## src/rtl/stream_credit_tx_pkg.sv

```systemverilog
// Shared constants, packet layout and packet builder for the credit-based stream transmitter.
package stream_credit_tx_pkg;

    localparam int PACKET_BITS           = 97;
    localparam int NUM_LEAF_BITS         = 6;
    localparam int NUM_PORT_BITS         = 4;
    localparam int NUM_ADDR_BITS         = 7;
    localparam int PAYLOAD_BITS          = 64;
    localparam int FREESPACE_UPDATE_SIZE = 64;

    localparam int DEST_BITS   = NUM_LEAF_BITS + NUM_PORT_BITS;
    localparam int DEPTH       = 1 << NUM_ADDR_BITS;
    localparam int CREDIT_BITS = NUM_ADDR_BITS + 1;
    localparam int SUM_BITS    = NUM_ADDR_BITS + 2;
    localparam int VALID_IDX   = PACKET_BITS - 1;
    localparam int PAD_BITS    = PACKET_BITS - 1 - DEST_BITS - NUM_ADDR_BITS - PAYLOAD_BITS;

    localparam logic [CREDIT_BITS-1:0] CREDIT_MAX = CREDIT_BITS'(DEPTH);

    // Field order from MSB down: valid, {leaf, port}, write address, zero pad, payload.
    typedef struct packed {
        logic                     valid;
        logic [DEST_BITS-1:0]     dest;
        logic [NUM_ADDR_BITS-1:0] addr;
        logic [PAD_BITS-1:0]      pad;
        logic [PAYLOAD_BITS-1:0]  payload;
    } pkt_t;

    function automatic pkt_t make_pkt(input logic [DEST_BITS-1:0]     dest,
                                      input logic [NUM_ADDR_BITS-1:0] addr,
                                      input logic [PAYLOAD_BITS-1:0]  payload);
        pkt_t p;
        p.valid   = 1'b1;
        p.dest    = dest;
        p.addr    = addr;
        p.pad     = '0;
        p.payload = payload;
        return p;
    endfunction

endpackage

```

## src/rtl/stream_credit_tx_fifo.sv

```systemverilog
// Two-entry payload FIFO with full/empty flags; registered output, so a word can be read the cycle after it is written.
module stream_credit_tx_fifo #(
    parameter int WIDTH = 64
) (
    input  logic             clk_bft,
    input  logic             reset_bft,
    input  logic             push,
    input  logic [WIDTH-1:0] din,
    input  logic             pop,
    output logic [WIDTH-1:0] dout,
    output logic             full,
    output logic             empty
);

    logic [WIDTH-1:0] mem [2];
    logic             wr_ptr;
    logic             rd_ptr;
    logic [1:0]       count;

    // NOTE: storage is deliberately not reset; count alone decides which entries are valid.
    always_ff @(posedge clk_bft) begin
        if (push) mem[wr_ptr] <= din;
    end

    // NOTE: sequential state uses non-blocking assignments so every register samples pre-edge values.
    always_ff @(posedge clk_bft or negedge reset_bft) begin
        if (!reset_bft) begin
            wr_ptr <= 1'b0;
            rd_ptr <= 1'b0;
            count  <= 2'd0;
        end else begin
            if (push) wr_ptr <= ~wr_ptr;
            if (pop)  rd_ptr <= ~rd_ptr;
            count <= count + {1'b0, push} - {1'b0, pop};
        end
    end

    assign dout  = mem[rd_ptr];
    assign full  = (count == 2'd2);
    assign empty = (count == 2'd0);

endmodule

```

## src/rtl/stream_credit_tx.sv

```systemverilog
// Credit-based stream transmitter: wraps user words into addressed packets, gated by receiver free space.
// Optional CREDIT_OVERFLOW_CHECK_EN adds a sticky err_credit_ovf output.
module stream_credit_tx
    import stream_credit_tx_pkg::*;
(
    input  logic                   clk_bft,
    input  logic                   reset_bft,
    input  logic [DEST_BITS-1:0]   cfg_dest,
    input  logic                   cfg_en,
    input  logic [PAYLOAD_BITS-1:0] din_user2tx,
    input  logic                   vld_user2tx,
    output logic                   ack_tx2user,
    input  logic [PACKET_BITS-1:0] credit_in,
    output logic [PACKET_BITS-1:0] pkt_out,
    output logic                   pkt_empty,
    input  logic                   pkt_rd,
`ifdef CREDIT_OVERFLOW_CHECK_EN
    output logic                   err_credit_ovf,
`endif
    output logic [CREDIT_BITS-1:0] credit_cnt
);

    logic [PAYLOAD_BITS-1:0]  fifo_dout;
    logic                     fifo_full;
    logic                     fifo_empty;
    logic                     load;
    logic                     update;
    logic [NUM_ADDR_BITS-1:0] wr_addr;
    logic [SUM_BITS-1:0]      credit_sum;
    logic [CREDIT_BITS-1:0]   credit_next;
    pkt_t                     pkt_q;

    assign ack_tx2user = vld_user2tx & ~fifo_full;

    stream_credit_tx_fifo #(.WIDTH(PAYLOAD_BITS)) u_fifo (
        .clk_bft   (clk_bft),
        .reset_bft (reset_bft),
        .push      (ack_tx2user),
        .din       (din_user2tx),
        .pop       (load),
        .dout      (fifo_dout),
        .full      (fifo_full),
        .empty     (fifo_empty)
    );

    // A same-cycle update only shows up in credit_cnt next cycle, so C=0 blocks this load.
    assign load   = ~fifo_empty & (credit_cnt != '0) & cfg_en & (pkt_empty | pkt_rd);
    assign update = credit_in[VALID_IDX];

    // NOTE: every always_comb output gets a default first so no latch can be inferred.
    always_comb begin
        credit_sum  = SUM_BITS'(credit_cnt) - SUM_BITS'(load);
        credit_next = credit_sum[CREDIT_BITS-1:0];
        if (update) credit_sum = credit_sum + SUM_BITS'(FREESPACE_UPDATE_SIZE);
        if (credit_sum > SUM_BITS'(DEPTH)) credit_next = CREDIT_MAX;
        else                               credit_next = credit_sum[CREDIT_BITS-1:0];
    end

    always_ff @(posedge clk_bft or negedge reset_bft) begin
        if (!reset_bft) begin
            credit_cnt <= CREDIT_MAX;
            wr_addr    <= '0;
            pkt_q      <= '0;
            pkt_empty  <= 1'b1;
        end else begin
            credit_cnt <= credit_next;
            if (load) begin
                pkt_q     <= make_pkt(cfg_dest, wr_addr, fifo_dout);
                pkt_empty <= 1'b0;
                wr_addr   <= wr_addr + 1'b1;
            end else if (pkt_rd) begin
                pkt_empty <= 1'b1;
            end
        end
    end

    assign pkt_out = pkt_q;

`ifdef CREDIT_OVERFLOW_CHECK_EN
    always_ff @(posedge clk_bft or negedge reset_bft) begin
        if (!reset_bft)                          err_credit_ovf <= 1'b0;
        else if (credit_sum > SUM_BITS'(DEPTH))  err_credit_ovf <= 1'b1;
    end
`endif

endmodule

```

## config.mk

```make
export PLATFORM = sky130hd
export DESIGN_NAME = stream_credit_tx
export DESIGN_NICKNAME = d
export VERILOG_FILES = /design/src/rtl/stream_credit_tx_pkg.sv /design/src/rtl/stream_credit_tx_fifo.sv /design/src/rtl/stream_credit_tx.sv
export SDC_FILE = /design/constraint.sdc
export NUM_CORES = 1
export LEC_CHECK = 0
export CAP_MARGIN = 10
export CORE_AREA = 4 4 143 145
export CTS_BUF_LIST = sky130_fd_sc_hd__clkbuf_4
export DETAILED_ROUTE_END_ITERATION = 10
export DIE_AREA = 0 0 147 149
export GPL_TIMING_DRIVEN = 0
export HOLD_SLACK_MARGIN = 0.15
export PLACE_DENSITY = 0.88
export SLEW_MARGIN = 25
export SYNTH_ARGS = -nofsm -noshare
export SYNTH_HDL_FRONTEND = slang
export SYNTH_SLANG_ARGS = --single-unit
```

## constraint.sdc

```tcl
create_clock -name clk_bft -period 4.5 [get_ports clk_bft]
set_input_delay 0.675 -clock clk_bft [delete_from_list [all_inputs] [get_ports clk_bft]]
set_output_delay 0.675 -clock clk_bft [all_outputs]
set_load 0.01 [all_outputs]
```

; Word level (Yosys, flattened, before mapping)
; Memories as Yosys holds them, arrays and structs flattened. A register that Yosys moved wholly into a read port is not among the register bits.
; Cells that the tools add are included.
[classes]
n_addsub = 5
mul = 0
div_mod_pow = 0
n_lt_le_gt_ge = 1
n_eq_ne = 1
shift = 0
muxes = 6
bitwise_logic = 9
n_reduce_logical = 4
[ops]
columns = op, count
row1 = "9-bit by 7-bit adder with 9-bit output, second input constant", 1
row2 = "9-bit by 8-bit > comparator with 1-bit output, second input constant", 1
row3 = 9-bit 2-to-1 mux, 1
row4 = 8-bit by 1-bit subtractor with 9-bit output, 1
row5 = 8-bit 2-to-1 mux, 1
row6 = 8-bit nonzero test, 1
row7 = "7-bit by 1-bit adder with 7-bit output, second input constant", 1
row8 = 1-bit AND, 4
row9 = 1-bit 2-to-1 mux, 4
row10 = 1-bit NOT, 4
row11 = 2-bit by 1-bit adder with 2-bit output, 1
row12 = "2-bit == test, second input constant", 1
row13 = 2-bit zero test, 1
row14 = 2-bit nonzero test, 1
row15 = 2-bit by 1-bit subtractor with 2-bit output, 1
row16 = 1-bit zero test, 1
row17 = 1-bit bitwise OR, 1
[word_totals]
ff_bits = 38
latch_bits = 0
mem_bits_rw = 128
rom_bits = 0
inputBits = 176
output_inout_bits = 107
memories = 1
[mem_list]
columns = name, depth, width, read_ports, rd_clocked_by_memory_dff, write_ports, line_no
row1 = u_fifo.mem, 2, 64, 1, 1, 1, stream_credit_tx_fifo.sv:15  ; logic [WIDTH-1:0] mem [2];

; Logic depth before layout (Yosys ltp)
[depth]
ltp_word = 10
ltp_mapped = 15
ltp_nobuf = 13

; Hierarchy
; Synthesis repeated with hierarchy kept, for this count alone.
[hier_totals]
cells_unflattened = 482
hier_area_um2 = 9082.5
[by_module_without_submodules]
columns = module, instances, cells_each, area_per_inst_um2
row1 = stream_credit_tx_fifo, 1, 214, 5021.1
row2 = stream_credit_tx, 1, 268, 4061.4

; Least setup slack after synthesis
; OpenSTA, ideal clock, no wires.
[synth_timing]
path_type = input to register
from = input port cfg_en
to = register credit_cnt[4]
arrival_ns = 3.915
t_required_ns = 4.371
path_slack_ns = 0.456
stages = 14
n_path_buf = 2
path_cell_list = o21ai_0 a211oi_2 clkbuf_1 clkbuf_1 ha_1 or4b_4 or4_4 xnor2_1 ha_1 nand2_1 nand3_1 nor4b_1 a221oi_2 nor2_1
[synth_via]
elab_chain_len = 7
[synth_lines]
columns = item, line_no
row1 = start: declaration, stream_credit_tx.sv:9  ; input logic cfg_en,
row2 = 1-bit AND (*) (2 in series), stream_credit_tx.sv:47  ; assign load = ~fifo_empty & (credit_cnt != '0) & cfg_en & (pkt_empty | pkt_rd);
row3 = named net load, stream_credit_tx.sv:26  ; logic load;
row4 = 8-bit by 1-bit subtractor with 9-bit output (*), stream_credit_tx.sv:52  ; credit_sum = SUM_BITS'(credit_cnt) - SUM_BITS'(load);
row5 = 9-bit by 7-bit adder with 9-bit output, stream_credit_tx.sv:54  ; if (update) credit_sum = credit_sum + SUM_BITS'(FREESPACE_UPDATE_SIZE);
row6 = 9-bit 2-to-1 mux (*), stream_credit_tx.sv:54
row7 = 9-bit by 8-bit > comparator with 1-bit output, stream_credit_tx.sv:55  ; if (credit_sum > SUM_BITS'(DEPTH)) credit_next = CREDIT_MAX;
row8 = 8-bit 2-to-1 mux (*), stream_credit_tx.sv:55
row9 = named net credit_next[4], stream_credit_tx.sv:30  ; logic [CREDIT_BITS-1:0] credit_next;
row10 = end signal: assignment, stream_credit_tx.sv:66  ; credit_cnt <= credit_next;
row11 = end: declaration, stream_credit_tx.sv:20  ; output logic [CREDIT_BITS-1:0] credit_cnt
; Mark *: on every way through the listed nets, which the timed path passes. The rest lies on a longest branch.
; A chain may end at the register's enable or synchronous reset.

; Worst setup path in the final report
; Same ends and word-level chain as after synthesis.

==> impl_metrics.tcl <==
set metrics [dict create \
    status "completed" \
    start_util_pct 44.6 \
    fmax_mhz 257 \
    p_per_area_nw_per_um2 702 \
    synth_top_area_cell "edfxtp_1" \
    core_area_um2 19200 \
    firstDrtPassIters 4 \
    hold_violations 0 \
    final.setup.tns_ns 0 \
    crit_buf_inv 3 \
    slowest_stage "or4b_4" \
    drt_iter0_drc 170 \
    power.total_mw 8.15 \
    utilization_pct 60.5 \
    h-tree-depth 2 \
    p_switching_mw 2.69 \
    grt_max_degree 54 \
    power.internal_mw 5.45 \
    required_ns 5.01 \
    yosys-top-cells-area "edfxtp_1, dfrtp_1, mux2i_1" \
    synth_area_um2 8570 \
    setup_slack_ns 0.610 \
    drtAntennaViolNets 0 \
    crit_path_cell_trace "clkdlybuf4s50_1 > o21ai_0 > a211oi_4 > buf_4 > clkbuf_2 > ha_1 > or4b_4 > or4_4 > xnor2_1 > ha_1 > nand2_1 > nand3_1 > nor4b_1 > a221oi_2 > nor2_1" \
    min_period_ns 3.89 \
    crit_type "in2reg" \
    syn_to_final_growth_pct 35.5 \
    drv_cap 0 \
    clock_path_buffers 3 \
    num_antenna_cells 0 \
    ys.flop_type "edfxtp_1" \
    clock-sinks 230 \
    cts.clk_slew.worst_paths_ns 0.06 \
    synth_common_cells "edfxtp_1, dfrtp_1, nor2_1, a21oi_1, mux2i_1" \
    seq_power_share_pct 41.2 \
    dp_worst_setup_slack_ns -1.49 \
    grt_pass1_vias 5916 \
    wl_um 18900 \
    rsz0062_at_grt "no" \
    period_share_pct 86.4 \
    crit_path_max_fanout 11 \
    ys_seq_elements 230 \
    vias 5360 \
    antenna_found_initial 1 \
    synthArstFlopShare_pct 44.3 \
    row_count 51 \
    worst_pin_slew_ns 0.834 \
    hold_path_class "reg2reg" \
    synthCells 551 \
    cts_tree "built" \
    synthDistinctLibCells 37 \
    cp-end-kind "register" \
    die_h_um 149 \
    overflow 0 \
    insertion_delay_ns 0.64 \
    crit_arrival_ns 4.39 \
    finalInstanceArea_um2 11600 \
    switching_share_pct 33.1 \
    vias_per_cell 4.80 \
    wl_per_cell_um 16.9 \
    final_nets 985 \
    slew_violations 0 \
    finalSetupViolations 0 \
    hpwl_um 12900 \
    portBuffers 171 \
    fillCellCount 1442 \
    seq_area_frac_synth_pct 74.7 \
    yosysTopAreaCellShare_pct 44.9 \
    crit_path_max_incr_delay_ns 0.49 \
    grtUsageTotal_pct 17.4 \
    post-route-drc-count 0 \
    layout-drive-gt1-share_pct 18.2 \
    ir_drop_v 0.000381 \
    dieArea_um2 21900 \
    yosys_warnings 0 \
    worstSetupStartpointType "primary input" \
    slew_headroom_pct 44.4 \
    synth.avg_cell_area_um2 15.6 \
    gp_congestion 0.751 \
    ios 283 \
    skew_ns 0.0404 \
    cts_buffers 58 \
    placed_area_um2 10800 \
    crit_top_cell "ha_1" \
    synth-edff-count 128 \
    power_frac_comb_pct 37.2 \
    p_leak_nw 4.61 \
    power_frac_clock_pct 21.6 \
    yosys.cell_count.top_type "edfxtp_1" \
    cts_root_buf "clkbuf_4" \
    grt_pass1_wl_um 30100 \
    dieWidth_um 147 \
    path_delay_family "simple AND/OR/NAND/NOR gates" \
]
## cell families (layout without fill, tap and decap cells)
family / after synthesis / after routing / synth area share (%)
flip-flops: 230 / 230 / 74.7
multiplexers: 82 / 82 / 9.84
other: 1 / 15 / 0.0438
buffers and inverters: 44 / 331 / 2.60
AND/OR/NAND/NOR: 98 / 98 / 5.24
XOR/XNOR: 18 / 18 / 2.02
AO/OA/AOI/OAI: 72 / 72 / 4.70
adder cells (fa/ha/maj): 6 / 6 / 0.876
## placed cells by master (no fill, tap or decap), types with 2 or more instances in the layout
cell,count
clkbuf_4,96
clkbuf_1,20
inv_1,6
o21ai_0,2
mux2i_1,64
dfstp_2,2
buf_16,4
buf_4,17
xor2_1,4
edfxtp_1,128
nor2_1,74
nand2_1,5
ha_1,6
xnor2_1,13
dfrtp_1,100
conb_1,15
nand4_1,4
mux2_2,17
a21oi_1,66
clkinv_1,11
clkdlybuf4s50_1,170
## worst paths after layout
path / depth (start not counted) / slack, ns / endpoint / from
worst max register to register: 14 / 0.63 / credit_cnt[4]$_DFF_PN0_ / credit_cnt[7]$_DFF_PN1_
min in group asynchronous: 2 / 0.58 / wr_addr[3]$_DFFE_PN0P_ / reset_bft
worst min-delay path: 1 / 0.47 / wr_addr[6]$_DFFE_PN0P_ / wr_addr[6]$_DFFE_PN0P_
worst min register to register: 1 / 0.47 / wr_addr[6]$_DFFE_PN0P_ / wr_addr[6]$_DFFE_PN0P_
worst max-delay path: 15 / 0.61 / credit_cnt[4]$_DFF_PN0_ / cfg_en
max in group asynchronous: 3 / 3.26 / credit_cnt[7]$_DFF_PN1_ / reset_bft
## layout make-up
type	instances	area (um2)	area share [%]
repair buffers	179	1870	16.1
well taps	265	332	2.86
flip-flops and latches	230	6400	55.1
clock inverters	13	50.0	0.431
plain buffers	37	198	1.70
inverters	6	22.5	0.194
clock buffers	96	721	6.21
multi-input cells	291	2020	17.4
## power by group through the flow
stage / clock network, mW / registers (mW) / logic (mW)
floorplan: 0 / 3.53 / 1.44
detailed placement: 0 / 3.39 / 3.05
global placement: 0 / 3.39 / 2.87
global route: 1.94 / 3.43 / 3.31
finish: 1.76 / 3.36 / 3.03
CTS: 1.82 / 3.36 / 3.09
## flip-flops by register name (all words and copies together) (netlist names)
signal and flops:
pkt_empty 1, credit_cnt 8, u_fifo.mem 128, u_fifo.rd_ptr 1, pkt_out 82, u_fifo.count 2, u_fifo.wr_ptr 1, wr_addr 7
## routing by layer
metal	vias to the layer above	track usage [%]	share of wire [%]	wire length, um
met3	34	7.26	9.0	1700
li1	2510	-	-	-
met2	217	30.4	50	9530
met1	2597	19.3	39	7340
met4	2	6.10	1.9	352
met5	-	0	0.053	10
## metrics by stage
| step | instances | hold slack, ns |
|---|---|---|
| global route | 1117 | 0.512 |
| floorplan | 565 | 0.379 |
| finish | 1117 | 0.475 |
| detailed placement | 1006 | 0.465 |
| global placement | 1001 | 0.459 |
| CTS | 1118 | 0.476 |
## what timing repair did
item                       CTS  global route
pin swaps                    1             0
hold endpoints to repair    51             0
gates resized for setup      2             1
hold buffers                 1             0
buffers inserted             2             0
setup endpoints to repair    8             8
Note: power is estimated with default switching activity, not from simulation.
